## src/rtl/disp_req_arbiter.sv

```systemverilog
// disp_req_arbiter: shares the single seven-segment display path (hex encoder
// plus serial I2C driver) between N_REQ requesters. One request is granted at a
// time, its word is latched, the driver is strobed once, and the driver's
// busy/ack-error handshake is tracked to completion. A minimum refresh gap is
// then enforced before the next grant.
//
// Build option: define DISP_ARB_FIXED_PRIO_EN for fixed priority (lowest index
// wins). Without it, arbitration is round-robin starting after the last grant.
module disp_req_arbiter #(
    parameter int N_REQ        = 4,
    parameter int GAP_CYCLES   = 4000,
    parameter int BUSY_TIMEOUT = 16
) (
    input  logic                     clk_i,
    input  logic                     sync_reset_i,
    input  logic [N_REQ-1:0]         req_valid_i,
    input  logic [N_REQ*16-1:0]      req_data_i,
    output logic [N_REQ-1:0]         req_ready_o,
    output logic [N_REQ-1:0]         done_o,
    output logic                     err_o,
    output logic [15:0]              disp_data_o,
    output logic                     disp_strobe_o,
    input  logic                     disp_busy_i,
    input  logic                     disp_ack_error_i,
    output logic [$clog2(N_REQ)-1:0] grant_id_o,
    output logic                     active_o
);

    localparam int ID_W    = $clog2(N_REQ);
    localparam int CNT_MAX = (GAP_CYCLES > BUSY_TIMEOUT) ? GAP_CYCLES : BUSY_TIMEOUT;
    localparam int CNT_W   = $clog2(CNT_MAX + 1);

    localparam logic [ID_W-1:0]  LAST_ID   = ID_W'(N_REQ - 1);
    localparam logic [CNT_W-1:0] BUSY_LAST = CNT_W'(BUSY_TIMEOUT - 1);
    localparam logic [CNT_W-1:0] GAP_LAST  = CNT_W'(GAP_CYCLES - 1);
    localparam logic [CNT_W-1:0] CNT_SAT   = CNT_W'(CNT_MAX);

    typedef enum logic [2:0] {
        IDLE,
        LOAD,
        WAIT_BUSY,
        WAIT_DONE,
        GAP
    } state_e;

    state_e            state_q;
    state_e            state_d;
    logic [CNT_W-1:0]  cnt_q;
    logic [ID_W-1:0]   grant_q;
    logic [15:0]       data_q;
    logic              err_flag_q;

    logic              found;
    logic [ID_W-1:0]   winner;
    logic [ID_W-1:0]   scan_idx;
    logic              accept;
    logic              finish;
    logic              finish_err;

    // Pick the winning requester among the currently valid ones.
    always_comb begin
        // NOTE: every signal written here gets a default first, so no path
        // leaves it unassigned and no latch is inferred.
        found    = 1'b0;
        winner   = '0;
        scan_idx = '0;
`ifdef DISP_ARB_FIXED_PRIO_EN
        // Scan from the top so the lowest valid index is the last one written.
        for (int i = N_REQ - 1; i >= 0; i--) begin
            if (req_valid_i[i]) begin
                found  = 1'b1;
                winner = ID_W'(i);
            end
        end
`else
        // Start one past the last owner and take the first valid requester.
        for (int i = 0; i < N_REQ; i++) begin
            scan_idx = ID_W'((int'(grant_q) + 1 + i) % N_REQ);
            if (!found && req_valid_i[scan_idx]) begin
                found  = 1'b1;
                winner = scan_idx;
            end
        end
`endif
    end

    // Next-state logic and transaction events of the sequencing FSM.
    always_comb begin
        state_d    = state_q;
        accept     = 1'b0;
        finish     = 1'b0;
        finish_err = 1'b0;
        unique case (state_q)
            IDLE: begin
                if (found) begin
                    accept  = 1'b1;
                    state_d = LOAD;
                end
            end
            LOAD: begin
                state_d = WAIT_BUSY;
            end
            WAIT_BUSY: begin
                if (disp_busy_i) begin
                    state_d = WAIT_DONE;
                end else if (cnt_q >= BUSY_LAST) begin
                    // Driver never acknowledged the strobe: fail the transaction.
                    finish     = 1'b1;
                    finish_err = 1'b1;
                    state_d    = GAP;
                end
            end
            WAIT_DONE: begin
                if (!disp_busy_i) begin
                    finish     = 1'b1;
                    finish_err = err_flag_q;
                    state_d    = GAP;
                end
            end
            GAP: begin
                if (cnt_q >= GAP_LAST) begin
                    state_d = IDLE;
                end
            end
            default: begin
                state_d = IDLE;
            end
        endcase
    end

    // State, shared counter, owner, latched word and error flag registers.
    always_ff @(posedge clk_i) begin
        // NOTE: sequential state uses non-blocking assignments so every
        // register samples pre-edge values regardless of statement order.
        if (sync_reset_i) begin
            // NOTE: the display word is a plain register, not a memory, and
            // must read 0 out of reset, so it is reset with the rest.
            state_q    <= IDLE;
            cnt_q      <= '0;
            grant_q    <= LAST_ID;
            data_q     <= '0;
            err_flag_q <= 1'b0;
        end else begin
            state_q <= state_d;

            // Counter restarts on every state change and saturates otherwise.
            if (state_d != state_q) begin
                cnt_q <= '0;
            end else if (cnt_q != CNT_SAT) begin
                cnt_q <= cnt_q + 1'b1;
            end

            if (accept) begin
                grant_q    <= winner;
                data_q     <= req_data_i[winner*16 +: 16];
                err_flag_q <= 1'b0;
            end else if (state_q == WAIT_DONE && disp_busy_i && disp_ack_error_i) begin
                err_flag_q <= 1'b1;
            end else if (state_q == WAIT_BUSY && finish) begin
                err_flag_q <= 1'b1;
            end
        end
    end

    // Pulse outputs; all held low while reset is asserted.
    always_comb begin
        req_ready_o   = '0;
        done_o        = '0;
        err_o         = 1'b0;
        disp_strobe_o = 1'b0;
        active_o      = 1'b0;
        if (!sync_reset_i) begin
            if (accept) begin
                req_ready_o[winner] = 1'b1;
            end
            if (finish) begin
                done_o[grant_q] = 1'b1;
                err_o           = finish_err;
            end
            disp_strobe_o = (state_q == LOAD);
            active_o      = accept || (state_q inside {LOAD, WAIT_BUSY, WAIT_DONE});
        end
    end

    assign disp_data_o = data_q;
    assign grant_id_o  = grant_q;

endmodule
```

## config.mk

```make
export PLATFORM = sky130hd
export DESIGN_NAME = disp_req_arbiter
export DESIGN_NICKNAME = d
export VERILOG_FILES = /design/src/rtl/disp_req_arbiter.sv
export SDC_FILE = /design/constraint.sdc
export NUM_CORES = 1
export LEC_CHECK = 0
export ABC_AREA = 1
export CORE_ASPECT_RATIO = 1.5
export CORE_UTILIZATION = 49
export CTS_CLUSTER_DIAMETER = 200
export CTS_CLUSTER_SIZE = 40
export DETAILED_ROUTE_END_ITERATION = 16
export PLACE_DENSITY = 0.87
export SYNTH_ARGS = -nofsm -noshare
export SYNTH_HDL_FRONTEND = slang
export SYNTH_SLANG_ARGS = --single-unit
```

## constraint.sdc

```tcl
create_clock -name clk_i -period 7.5 [get_ports clk_i]
set_clock_uncertainty 0.2 [all_clocks]
set_input_delay 1.125 -clock clk_i [delete_from_list [all_inputs] [get_ports clk_i]]
set_output_delay 1.125 -clock clk_i [all_outputs]
set_load 0.01 [all_outputs]
```

==> results of run 1 <==
==> synthesized netlist by cell type (2+ instances only) <==
cell     count
nor2_1      25
nor2_2      10
a31oi_1      2
xor2_1       9
buf_6        4
ha_1         6
nor3_1       5
a21oi_1      5
nor2_4       5
nand3_2      4
dfxtp_1     34
inv_2        4
nand2_4      5
nand3_1     86
nand2_2     11
buf_2        7
inv_1       60
buf_4        4
o21ai_0      4
nand2_1    132
inv_4        2
nand4_1      2
==> worst min-delay path by stage <==
stage | to | slack, ns
2_1_floorplan | disp_data_o[0] | 0.27
3_3_place_gp | disp_data_o[6] | 0.24
3_5_place_dp | disp_data_o[8] | 0.24
4_1_cts | disp_data_o[0] | 0.26
5_1_grt | disp_data_o[3] | 0.27
6_report | disp_data_o[2] | 0.26
==> metal layers <==
metal,track usage [%],vias up
li1,-,1542
met1,26.6,1384
met3,4.51,20
met4,11.8,0
met2,47.8,106
met5,0,-
==> cell type report <==
type,instances,area [um^2]
flip-flops and latches,34,681
repair buffers,100,1000
fillers,419,1440
well taps,68,85.1
clock inverters,3,68.8
inverters,66,253
clock buffers,5,68.8
multi-input cells,320,1640
==> flip-flops by register name, indices dropped and copies added (netlist names) <==
name	count
cnt_q	12
state_q	3
grant_id_o	2
disp_data_o	16
err_flag_q	1
==> critical path: cells and delay by family <==
kind	cells	cell delay [ns]
buffers and inverters	4	1.16
AND/OR/NAND/NOR	7	1.45
AO/OA/AOI/OAI	1	0.13
==> layout by cell type, fill, tap and decap left out <==
master | Yosys | layout
inv_4 | 2 | 2
o21ai_2 | 1 | 1
a22oi_1 | 1 | 1
bufinv_16 | 0 | 2
o21bai_1 | 1 | 1
a31oi_1 | 2 | 2
nand3_1 | 86 | 86
a21oi_2 | 1 | 1
ha_1 | 6 | 6
nor3_1 | 5 | 5
clkdlybuf4s50_1 | 0 | 100
nor2_1 | 25 | 25
nand2_1 | 132 | 132
nand4_1 | 2 | 2
o21ai_0 | 4 | 4
nor2_2 | 10 | 10
nand3_2 | 4 | 4
nor4_1 | 1 | 1
nand4_2 | 1 | 1
o21ai_4 | 1 | 1
nor2_4 | 5 | 5
clkinv_4 | 0 | 1
xor2_1 | 9 | 9
inv_2 | 4 | 4
and2_1 | 1 | 1
nand2_2 | 11 | 11
clkbuf_8 | 0 | 5
a21oi_1 | 5 | 5
nand2_4 | 5 | 5
nand3_4 | 1 | 1
inv_1 | 60 | 60
dfxtp_1 | 34 | 34
==> through the flow <==
step	worst slack, ns	area, um^2	hold slack [ns]	std cells
after global placement	2.44	3660	0.238	588
after global routing	1.99	3800	0.272	596
after floorplan	3.83	2710	0.274	437
after detailed placement	2.31	3660	0.238	588
final	2.28	3800	0.255	596
after CTS	2.29	3800	0.257	596
==> logic make-up (layout without fill, tap and decap cells) <==
logic type,count (synthesis),in the layout,share of synthesized area (%)
simple gates,289,289,51.1
flops,34,34,25.2
fa+ha+maj,6,6,2.77
compound gates,16,16,3.93
buf+inv,83,174,14.1
xor+xnor,9,9,2.91
==> power by group through the flow <==
stage               Combinational [mW]  Sequential [mW]  Clock [mW]
floorplan                        0.800            0.265           0
global placement                 0.971            0.260           0
detailed placement               0.996            0.260           0
CTS                               1.00            0.258       0.207
global route                      1.13            0.263       0.214
finish                            1.01            0.258       0.206
==> impl_metrics.env, run 1 <==
export IMPL_cts_sinks=34
export IMPL_synth_flop_cell="dfxtp_1"
export IMPL_grt_pass1_wl_um=11900
export IMPL_power_density_nw_per_um2=387
export IMPL_hpwlAfterDp_um=5600
export IMPL_cts_hold_buf=0
export IMPL_hold_viol=0
export IMPL_yosysSeqAreaShare_pct=25.2
export IMPL_period_share_pct=69.6
export IMPL_crit_end="req_ready_o[0]"
export IMPL_p_sw_mw=0.756
export IMPL_crit_path_start_kind="primary input"
export IMPL_cts_root_buf="clkbuf_8"
export IMPL_power_frac_clock_pct=14.0
export IMPL_worst_pin_slew_ns=0.613
export IMPL_slew_violations=0
export IMPL_slew_headroom_pct=59.0
export IMPL_met1_length_um=2820
export IMPL_overflow=0
export IMPL_fp_dieH_um=93.0
export IMPL_end_kind="output port"
export IMPL_grt_antenna_before_repair=0
export IMPL_cts_buffers=5
export IMPL_wl_per_cell_um=12.3
export IMPL_diodes=0
export IMPL_ios=101
export IMPL_hp_start="disp_data_o[2]"
export IMPL_reg2reg_to="disp_data_o[2]"
export IMPL_max_vdd_ir_drop_uv=338
export IMPL_r2r_start="grant_id_o[0]"
export IMPL_final_core_util_pct=72.5
export IMPL_initial_core_util_pct=51.6
export IMPL_cts_resized=0
export IMPL_max_stage_delay_ns=0.55
export IMPL_combPwrFrac_pct=68.5
export IMPL_detailroute_wirelength_met3_um=372
export IMPL_clk_pin_slew_worst_paths_ns=0.08
export IMPL_hold_path_class="reg2reg"
export IMPL_grt_pass1_vias=2825
export IMPL_routed_wirelength_um=7340
export IMPL_syn_inst=437
export IMPL_hold_depth=2
export IMPL_synth_top_area_share_pct=25.2
export IMPL_synth_edf_count=0
export IMPL_drive_above_1_share_pct=10.2
export IMPL_grt_usage_pct=25.3
export IMPL_dieWidth_um=62.7
export IMPL_port_buffers=100
export IMPL_postCtsSetupBuffers=0
export IMPL_nNetsFinal=605
export IMPL_crit_slowest_cell="clkdlybuf4s50_1"
export IMPL_synth_nets=515
export IMPL_tns_ns=0
export IMPL_insertion_delay_ns=0.29
export IMPL_total_power_mw=1.47
export IMPL_async_reset_ff_share_pct=0
export IMPL_grt_max_degree=36
export IMPL_syn_avg_cell_area_um2=6.19
export IMPL_clockBufferDepth=2
export IMPL_critPathRequiredTime_ns=6.17
export IMPL_drc=0
export IMPL_cts_tree="done"
export IMPL_setup_violations=0
export IMPL_synth_top_cell_by_area="dfxtp_1"
export IMPL_rr_worst_depth=16
export IMPL_ys_seq_elements=34
export IMPL_yosysWarningCount=0
export IMPL_p_leak_nw=1.79
export IMPL_place_congestion=0.867
export IMPL_synth_distinct_cells=33
export IMPL_yosys_top_cells_area="dfxtp_1 (25%), nand2_1 (18%), nand3_1 (16%), inv_1 (8.3%), nor2_1 (3.5%)"
export IMPL_final_antenna_net_count=0
export IMPL_worstSetupPathType="in2out"
export IMPL_swShare_pct=51.3
export IMPL_drtPass1Iterations=5
export IMPL_seqPwrFrac_pct=17.5
export IMPL_routed_via_density=5.12
export IMPL_syn_area_um2=2710
export IMPL_core_um2=5250
export IMPL_crit_fanout=35
export IMPL_period_minus_slack_ns=5.22
export IMPL_crit_chain="clkdlybuf4s50_1 > inv_1 > nand2_1 > nand3_2 > nand2_4 > inv_4 > a21oi_2 > nand2_2 > nand2_4 > nand2_1 > nor2_1 > clkdlybuf4s50_1"
export IMPL_die_area_um2=5830
export IMPL_rrSetupSlack_ns=4.02
export IMPL_fmax_mhz=191
export IMPL_vias=3052
export IMPL_rows=32
export IMPL_area_delta_synth_final_pct=40.5
export IMPL_outcome="finished, final reports clean"
export IMPL_p_int_mw=0.717
export IMPL_h_tree_depth=2
export IMPL_drtIter0Drc=105
export IMPL_top_layer="met4"
export IMPL_dr_wl_met2_um=3930
export IMPL_startpoint="req_valid_i[2]"
export IMPL_worstPathArrival_ns=3.90
export IMPL_rsz0062_at_grt="no"
export IMPL_maxCapViolations=0
(Power assumes the default switching activity.)
==> run 2, diff against run 1 <==
Settings changed: CORE_UTILIZATION 49 to 45, PLACE_DENSITY 0.87 to 0.81.
Clock period 7.5 ns to 5.2 ns, I/O delays scaled along.
==> impl_metrics.env, run 2 (synthesis results as in run 1) <==
export IMPL_h_tree_depth=2
export IMPL_worstSetupPathType="reg2out"
export IMPL_vias=3033
export IMPL_cts_buffers=5
export IMPL_fp_dieH_um=97.0
export IMPL_routed_via_density=5.03
export IMPL_port_buffers=100
export IMPL_routed_wirelength_um=7380
export IMPL_grt_max_degree=36
export IMPL_drive_above_1_share_pct=10.7
export IMPL_seqPwrFrac_pct=18.1
export IMPL_power_density_nw_per_um2=543
export IMPL_dieWidth_um=65.3
export IMPL_rr_worst_depth=14
export IMPL_p_sw_mw=1.09
export IMPL_stdcell_count=603
export IMPL_nNetsFinal=608
export IMPL_final_cell_mix="nand2_1 (132), clkdlybuf4s50_1 (100), nand3_1 (86)"
export IMPL_grt_pass1_vias=2831
export IMPL_area_delta_synth_final_pct=39.9
export IMPL_rsz0062_at_grt="no"
export IMPL_end_kind="output port"
export IMPL_hold_depth=2
export IMPL_place_area_um2=3690
export IMPL_diodes=0
export IMPL_multiInputGateArea_um2=1640
export IMPL_r2r_start="grant_id_o[0]"
export IMPL_hpwlAfterDp_um=5710
export IMPL_grt_usage_pct=24.6
export IMPL_hold_viol=0
export IMPL_seq_area_um2=681
export IMPL_mostFrequentLayoutCell="nand2_1"
export IMPL_slew_headroom_pct=62.7
export IMPL_postCtsSetupBuffers=0
export IMPL_grt_pass1_wl_um=12400
export IMPL_place_inst=595
export IMPL_swShare_pct=53.1
export IMPL_worstPathArrival_ns=3.40
export IMPL_period_minus_slack_ns=4.38
export IMPL_wl_per_cell_um=12.2
export IMPL_rows=34
export IMPL_p_int_mw=0.964
export IMPL_worst_pin_slew_ns=0.558
export IMPL_drc=0
export IMPL_power_frac_clock_pct=10.3
export IMPL_cts_hold_buf=0
export IMPL_startpoint="grant_id_o[0]"
export IMPL_rrSetupSlack_ns=2.10
export IMPL_crit_path_start_kind="flop"
export IMPL_hp_start="disp_data_o[1]"
export IMPL_crit_fanout=35
export IMPL_p_leak_nw=1.78
export IMPL_final_antenna_net_count=0
export IMPL_hold_end="disp_data_o[1]"
export IMPL_overflow=0
export IMPL_initial_core_util_pct=46.8
export IMPL_clk_pin_slew_worst_paths_ns=0.07
export IMPL_slew_violations=0
export IMPL_reg2reg_to="disp_data_o[8]"
export IMPL_max_vdd_ir_drop_uv=349
export IMPL_combPwrFrac_pct=71.7
export IMPL_setup_violations=0
export IMPL_fmax_mhz=228
export IMPL_place_congestion=0.886
export IMPL_cts_tree="done"
export IMPL_outcome="finished, final reports clean"
export IMPL_grt_antenna_before_repair=0
export IMPL_fillers=545
export IMPL_hold_path_class="reg2reg"
export IMPL_critPathRequiredTime_ns=4.22
export IMPL_drtPass1Iterations=4
export IMPL_ios=101
export IMPL_whs_ns=0.258
export IMPL_largest_register_ffs=16
export IMPL_fin_area_um2=3790
export IMPL_tns_ns=0
export IMPL_drtIter0Drc=107
export IMPL_clockBufferDepth=2
export IMPL_maxCapViolations=0
export IMPL_cts_root_buf="clkbuf_8"
export IMPL_insertion_delay_ns=0.29
export IMPL_cts_resized=0
export IMPL_die_area_um2=6330
export IMPL_core_um2=5790
export IMPL_cts_sinks=34
export IMPL_period_share_pct=84.3
## run 2: layer usage
metal / part of all wire [%] / up-vias / global-route usage, %
met2: 55 / 96 / 45.7
met4: 2.2 / 0 / 9.20
li1: - / 1547 / -
met3: 4.1 / 15 / 3.89
met1: 39 / 1375 / 26.9
met5: 0 / - / 0
## run 2: worst max path at each step
stage	end	cells after the start
after global routing	req_ready_o[2]	13
after CTS	req_ready_o[2]	13
final	req_ready_o[2]	13
after detailed placement	req_ready_o[2]	12
after floorplan	req_ready_o[1]	15
after global placement	req_ready_o[0]	12
## run 2: power groups by stage
stage | Combinational (mW) | Clock, mW | Sequential (mW)
floorplan | 1.15 | 0 | 0.382
global placement | 1.44 | 0 | 0.375
detailed placement | 1.47 | 0 | 0.377
CTS | 1.48 | 0.212 | 0.371
global route | 1.66 | 0.224 | 0.379
finish | 1.47 | 0.211 | 0.372
## run 2: layout make-up
class / count / share of cell area (%)
inverters: 66 / 6.68
well taps: 72 / 2.38
clock buffers: 6 / 2.18
flip-flops and latches: 34 / 18.0
clock inverters: 2 / 0.330
multi-input cells: 320 / 43.4
repair buffers: 103 / 27.0
## run 2: stage by stage
step,util [%],total power [mW],setup slack (ns)
2_1_floorplan,-,1.54,1.87
3_3_place_gp,63.8,1.82,1.22
3_5_place_dp,63.8,1.85,1.11
4_1_cts,65.4,2.06,0.812
5_1_grt,65.4,2.26,0.530
6_report,65.4,2.06,0.819
## run 2: critical path, cell delays in order, from the launching register on
cell,delay [ns]
dfxtp_1,0.64
inv_4,0.18
ha_1,0.45
inv_2,0.09
nand2_1,0.09
nand2_2,0.08
nand2_1,0.10
nand2_2,0.09
a21oi_2,0.17
nand2_2,0.10
nand2_4,0.27
nand2_1,0.17
nor2_1,0.12
clkdlybuf4s50_1,0.54
==> run 3, diff against run 2 <==
Settings changed: CORE_UTILIZATION 45 to 41, PLACE_DENSITY 0.81 to 0.78.
Clock period 5.2 ns to 4 ns, I/O delays scaled along.
==> impl_metrics.env, run 3 (synthesis results as in run 1) <==
export IMPL_crit_path_start_kind="flop"
export IMPL_grt_pass1_vias=2872
export IMPL_grt_antenna_before_repair=0
export IMPL_slew_violations=0
export IMPL_worst_pin_slew_ns=0.486
export IMPL_clockBufferDepth=2
export IMPL_routed_wirelength_um=7400
export IMPL_drtPass1Iterations=4
export IMPL_stdcell_count=610
export IMPL_drtIter0Drc=111
export IMPL_r2r_start="grant_id_o[1]"
export IMPL_rsz0062_at_grt="no"
export IMPL_grt_max_degree=33
export IMPL_setup_violations=0
export IMPL_insertion_delay_ns=0.29
export IMPL_outcome="finished, final reports clean"
export IMPL_crit_fanout=10
export IMPL_hold_path_class="reg2reg"
export IMPL_nNetsFinal=613
export IMPL_max_vdd_ir_drop_uv=364
export IMPL_clk_pin_slew_worst_paths_ns=0.08
export IMPL_diodes=0
export IMPL_drive_above_1_share_pct=11.6
export IMPL_grt_pass1_wl_um=11700
export IMPL_wl_per_cell_um=12.1
export IMPL_cts_sinks=34
export IMPL_routed_via_density=4.86
export IMPL_p_leak_nw=1.80
export IMPL_power_density_nw_per_um2=717
export IMPL_final_antenna_net_count=0
export IMPL_place_area_um2=3730
export IMPL_final_core_util_pct=61.1
export IMPL_critPathRequiredTime_ns=3.20
export IMPL_whs_ns=0.252
export IMPL_core_um2=6260
export IMPL_hp_start="disp_data_o[13]"
export IMPL_rrSetupSlack_ns=1.27
export IMPL_total_power_mw=2.74
export IMPL_reg2reg_to="cnt_q[0]"
export IMPL_place_congestion=0.881
export IMPL_hpwlAfterDp_um=5700
export IMPL_tns_ns=0
export IMPL_die_area_um2=6940
export IMPL_final_cell_mix="nand2_1 (132), clkdlybuf4s50_1 (100), nand3_1 (86)"
export IMPL_period_minus_slack_ns=3.74
export IMPL_setup_slack_ns=0.256
export IMPL_initial_core_util_pct=43.2
export IMPL_worstPathArrival_ns=2.94
export IMPL_area_delta_synth_final_pct=41.4
export IMPL_place_inst=602
export IMPL_grt_usage_pct=22.0
export IMPL_fp_dieH_um=102
export IMPL_hold_end="disp_data_o[13]"
export IMPL_period_share_pct=93.6
export IMPL_port_buffers=100
export IMPL_place_ws_ns=0.439
export IMPL_rows=35
export IMPL_postCtsSetupBuffers=0
export IMPL_hold_viol=0
export IMPL_slew_headroom_pct=67.5
export IMPL_worstSetupPathType="reg2out"
export IMPL_cts_tree="done"
export IMPL_end_kind="output port"
export IMPL_hold_depth=2
export IMPL_drc=0
export IMPL_dieWidth_um=68.3
export IMPL_mostFrequentLayoutCell="nand2_1"
export IMPL_cts_hold_buf=0
export IMPL_maxCapViolations=0
export IMPL_cts_root_buf="clkbuf_8"
export IMPL_fmax_mhz=267
export IMPL_largest_register_ffs=16
export IMPL_vias=2967
export IMPL_fin_area_um2=3830
export IMPL_rr_worst_depth=14
export IMPL_cts_resized=0
export IMPL_h_tree_depth=2
export IMPL_overflow=0
export IMPL_ios=101
export IMPL_cts_buffers=5
-- run 3: cell count changes in the layout (fill, tap and decap cells not counted), sizes merged --
| cell | previous run | this run |
|---|---|---|
| buf | 3 | 8 |
-- run 3: critical path, stage by stage (launching register included) --
cell	delay [ns]
dfxtp_1	0.40
inv_1	0.10
ha_1	0.38
inv_2	0.13
nand2_1	0.08
nand2_2	0.11
nand2_2	0.09
o21ai_2	0.09
inv_2	0.08
nand3_2	0.09
nand2_2	0.09
nor2_4	0.25
inv_1	0.09
nor3_1	0.14
clkdlybuf4s50_1	0.56
-- run 3: metal layers --
metal  wire length, um  GRT usage, %  vias up
li1                  -             -     1558
met1              2820          22.0     1286
met2              3980          41.6       98
met3               358          4.28       25
met4               242          10.4        0
met5                 0             0        -
-- run 3: where the power goes --
part	total, mW	switching, mW	leakage (nW)	internal, mW
logic	2.00	1.26	1.48	0.745
clock network	0.272	0.134	0.0472	0.138
registers	0.472	0.0493	0.278	0.422
total	2.74	1.44	1.80	1.31
-- run 3: worst max-delay path by stage --
| stage | startpoint | end | slack, ns | cells past startpoint |
|---|---|---|---|---|
| 2_1_floorplan | grant_id_o[0] | req_ready_o[1] | 0.85 | 15 |
| 3_3_place_gp | req_valid_i[3] | req_ready_o[1] | 0.51 | 12 |
| 3_5_place_dp | req_valid_i[3] | req_ready_o[2] | 0.44 | 12 |
| 4_1_cts | grant_id_o[1] | req_ready_o[2] | 0.22 | 14 |
| 5_1_grt | grant_id_o[1] | req_ready_o[1] | 0.04 | 14 |
| 6_report | grant_id_o[1] | req_ready_o[1] | 0.26 | 14 |
-- run 3: cell type report --
type                       count  area [um^2]
fill                         593         2440
sequential                    34          681
tap                           74         92.6
inverter                      66          253
clock buffer                   6         82.6
multi-input combinational    320         1640
clock inverter                 2         12.5
timing repair buffer         108         1060
==> RTL edit (flow settings as in run 2) <==
Change the parameter `GAP_CYCLES` from 4000 to 8000.
--- a/src/rtl/disp_req_arbiter.sv
+++ b/src/rtl/disp_req_arbiter.sv
@@ -8,7 +8,7 @@
 // wins). Without it, arbitration is round-robin starting after the last grant.
 module disp_req_arbiter #(
     parameter int N_REQ        = 4,
-    parameter int GAP_CYCLES   = 4000,
+    parameter int GAP_CYCLES   = 8000,
     parameter int BUSY_TIMEOUT = 16
 ) (
     input  logic                     clk_i,
Function: no difference found for any inputs over 10 cycles, from zero or initial values and one cycle with sync_reset_i high; that may be too few to reach the edited logic, so the function may still have changed.
==> RTL edit against run 2 <==
Sequential cell count up 1. Worst setup slack worse by 0.27 ns. Area after synthesis down 3.0%. Final cell count down 6.3%. Routed wire length down 1.9%. Design area down 3.2%. Total power down 9.3%. Clock power down 9%.
==> RTL edit: results (changes against run 2) <==
stage	metric	value	unit	change
run_status	status	complete, no violations		
setup_path	crit_end	req_ready_o[1]		
setup_path	r2r-start	grant_id_o[0]$_SDFFE_PP1P_		
cts	clockBufferDepth	2		unchanged
global_route	antenna_found_initial	0		unchanged
global_route	grtUsageTotal	0.2413		-0.005097
yosys	ys_types	35		+6.1%
layout	seq_share	0.1913		+0.01148
hold_path	hold_class	flip-flop to flip-flop		
yosys	yosys-top-cells-count	nand2_1 (119), nand3_1 (91), dfxtp_1 (35)		
drt	wl_met1	2951	um	+2.6%
layout	fin_nets	572		-5.9%
layout	inv_count	37		-44%
layout	nClkBuffers	7		+1
power	power.density	509.2	nW/um^2	-6.3%
layout	fillers	514		-5.7%
power	ir_drop	416.7	uV	+19%
cts	path_clk_slew	0.08	ns	
layout	multi_input_gates	312		-2.5%
setup_path	slowest_stage	dfxtp_1		
global_route	grt_pass1_vias	2686		-5.1%
hold_path	hold_start	disp_data_o[6]$_SDFFE_PP0P_		
setup_path	regToRegSetupSlack	1.92	ns	-0.18 ns
hold_path	min_to	disp_data_o[6]$_SDFFE_PP0P_		
place	placed_area	3582	um^2	-2.9%
hold_path	hold-path-cell-count	2		unchanged
sta	setup_tns	0	ns	unchanged
setup_path	cp_max_fo	13		-63%
drt	dr.pass1.iters	4		unchanged
layout	buffers_excl_clock	103		unchanged
global_route	grt_max_degree	37		+2.8%
layout	n_sequential_cell	35		+2.9%
yosys	yosysSeqAreaShare	0.2669		+0.01542
drt	wl_met3	385	um	+26%
setup_path	rr_endpoint	disp_data_o[0]$_SDFFE_PP0P_		
layout	bufAreaShareNonClock	0.2794		+0.009048
drt	wl	7244	um	-1.9%
global_route	grt_pass1_wl	11700	um	-5.3%
yosys	synthTopCellsByArea	dfxtp_1 (27%), nand3_1 (17%), nand2_1 (17%)		
layout	clock_cell_area_share	0.02220		-0.002916
place	dp_hpwl	5406	um	-5.3%
layout	multi_input_area	1629	um^2	-0.91%
yosys	synth-main-ff-cell	dfxtp_1		
setup_path	cp.arrival	3.67	ns	+0.27 ns
sta	slew-limit-headroom	0.5026		-0.1240
layout	drive_gt1_frac	0.09899		-0.008355
cts	root_buffer	clkbuf_8		
setup_path	max_stage_delay	0.59	ns	-0.05 ns
drt	num_vias	2903		-4.3%
yosys	synth_nets	480		-6.8%
global_route	met1_usage	0.2719		+0.003236
drt	drt_iter0_markers	154		+44%
place	gp_congestion	0.9090		+2.6%
global_route	use_met3	0.05144		+0.01252
layout	diodes	0		unchanged
power	p_leak	1.615	nW	-9.3%
drt	dr_wl_met2	3685	um	-8.7%
yosys	yosysWarnings	0		unchanged
global_route	use_met2	0.4307		-0.02608
RTL edit: worst max-delay path: cells and delay by family (launching register included):
family                     cells  cell delay [ns]
DFF                            1             0.59
adders and majority gates      1             0.38
AOI/OAI and AO/OA              1             0.07
buffers and inverters          5             1.09
and+or+nand+nor                7             1.25
RTL edit: kinds of logic after synthesis:
logic type | share of synthesized area
buffers and inverters | 0.1125
adder cells (fa/ha/maj) | 0.02860
XOR/XNOR | 0.03003
flip-flops | 0.2669
AND/OR/NAND/NOR | 0.5148
AO/OA/AOI/OAI | 0.04718
RTL edit: report_power, final:
part           internal [mW]  switching (mW)
Combinational          0.471           0.829
Clock                 0.0940          0.0990
Sequential             0.329          0.0435
RTL edit: per-stage QoR:
stage,cells,setup WS (ns),total power [mW],hold WS [ns]
floorplan,402,1.852,1.405,0.2734
detailed placement,557,0.8600,1.675,0.2398
finish,565,0.5536,1.865,0.2521
global route,565,0.2349,2.030,0.2721
CTS,565,0.5227,1.873,0.2546
global placement,557,0.8914,1.657,0.2375
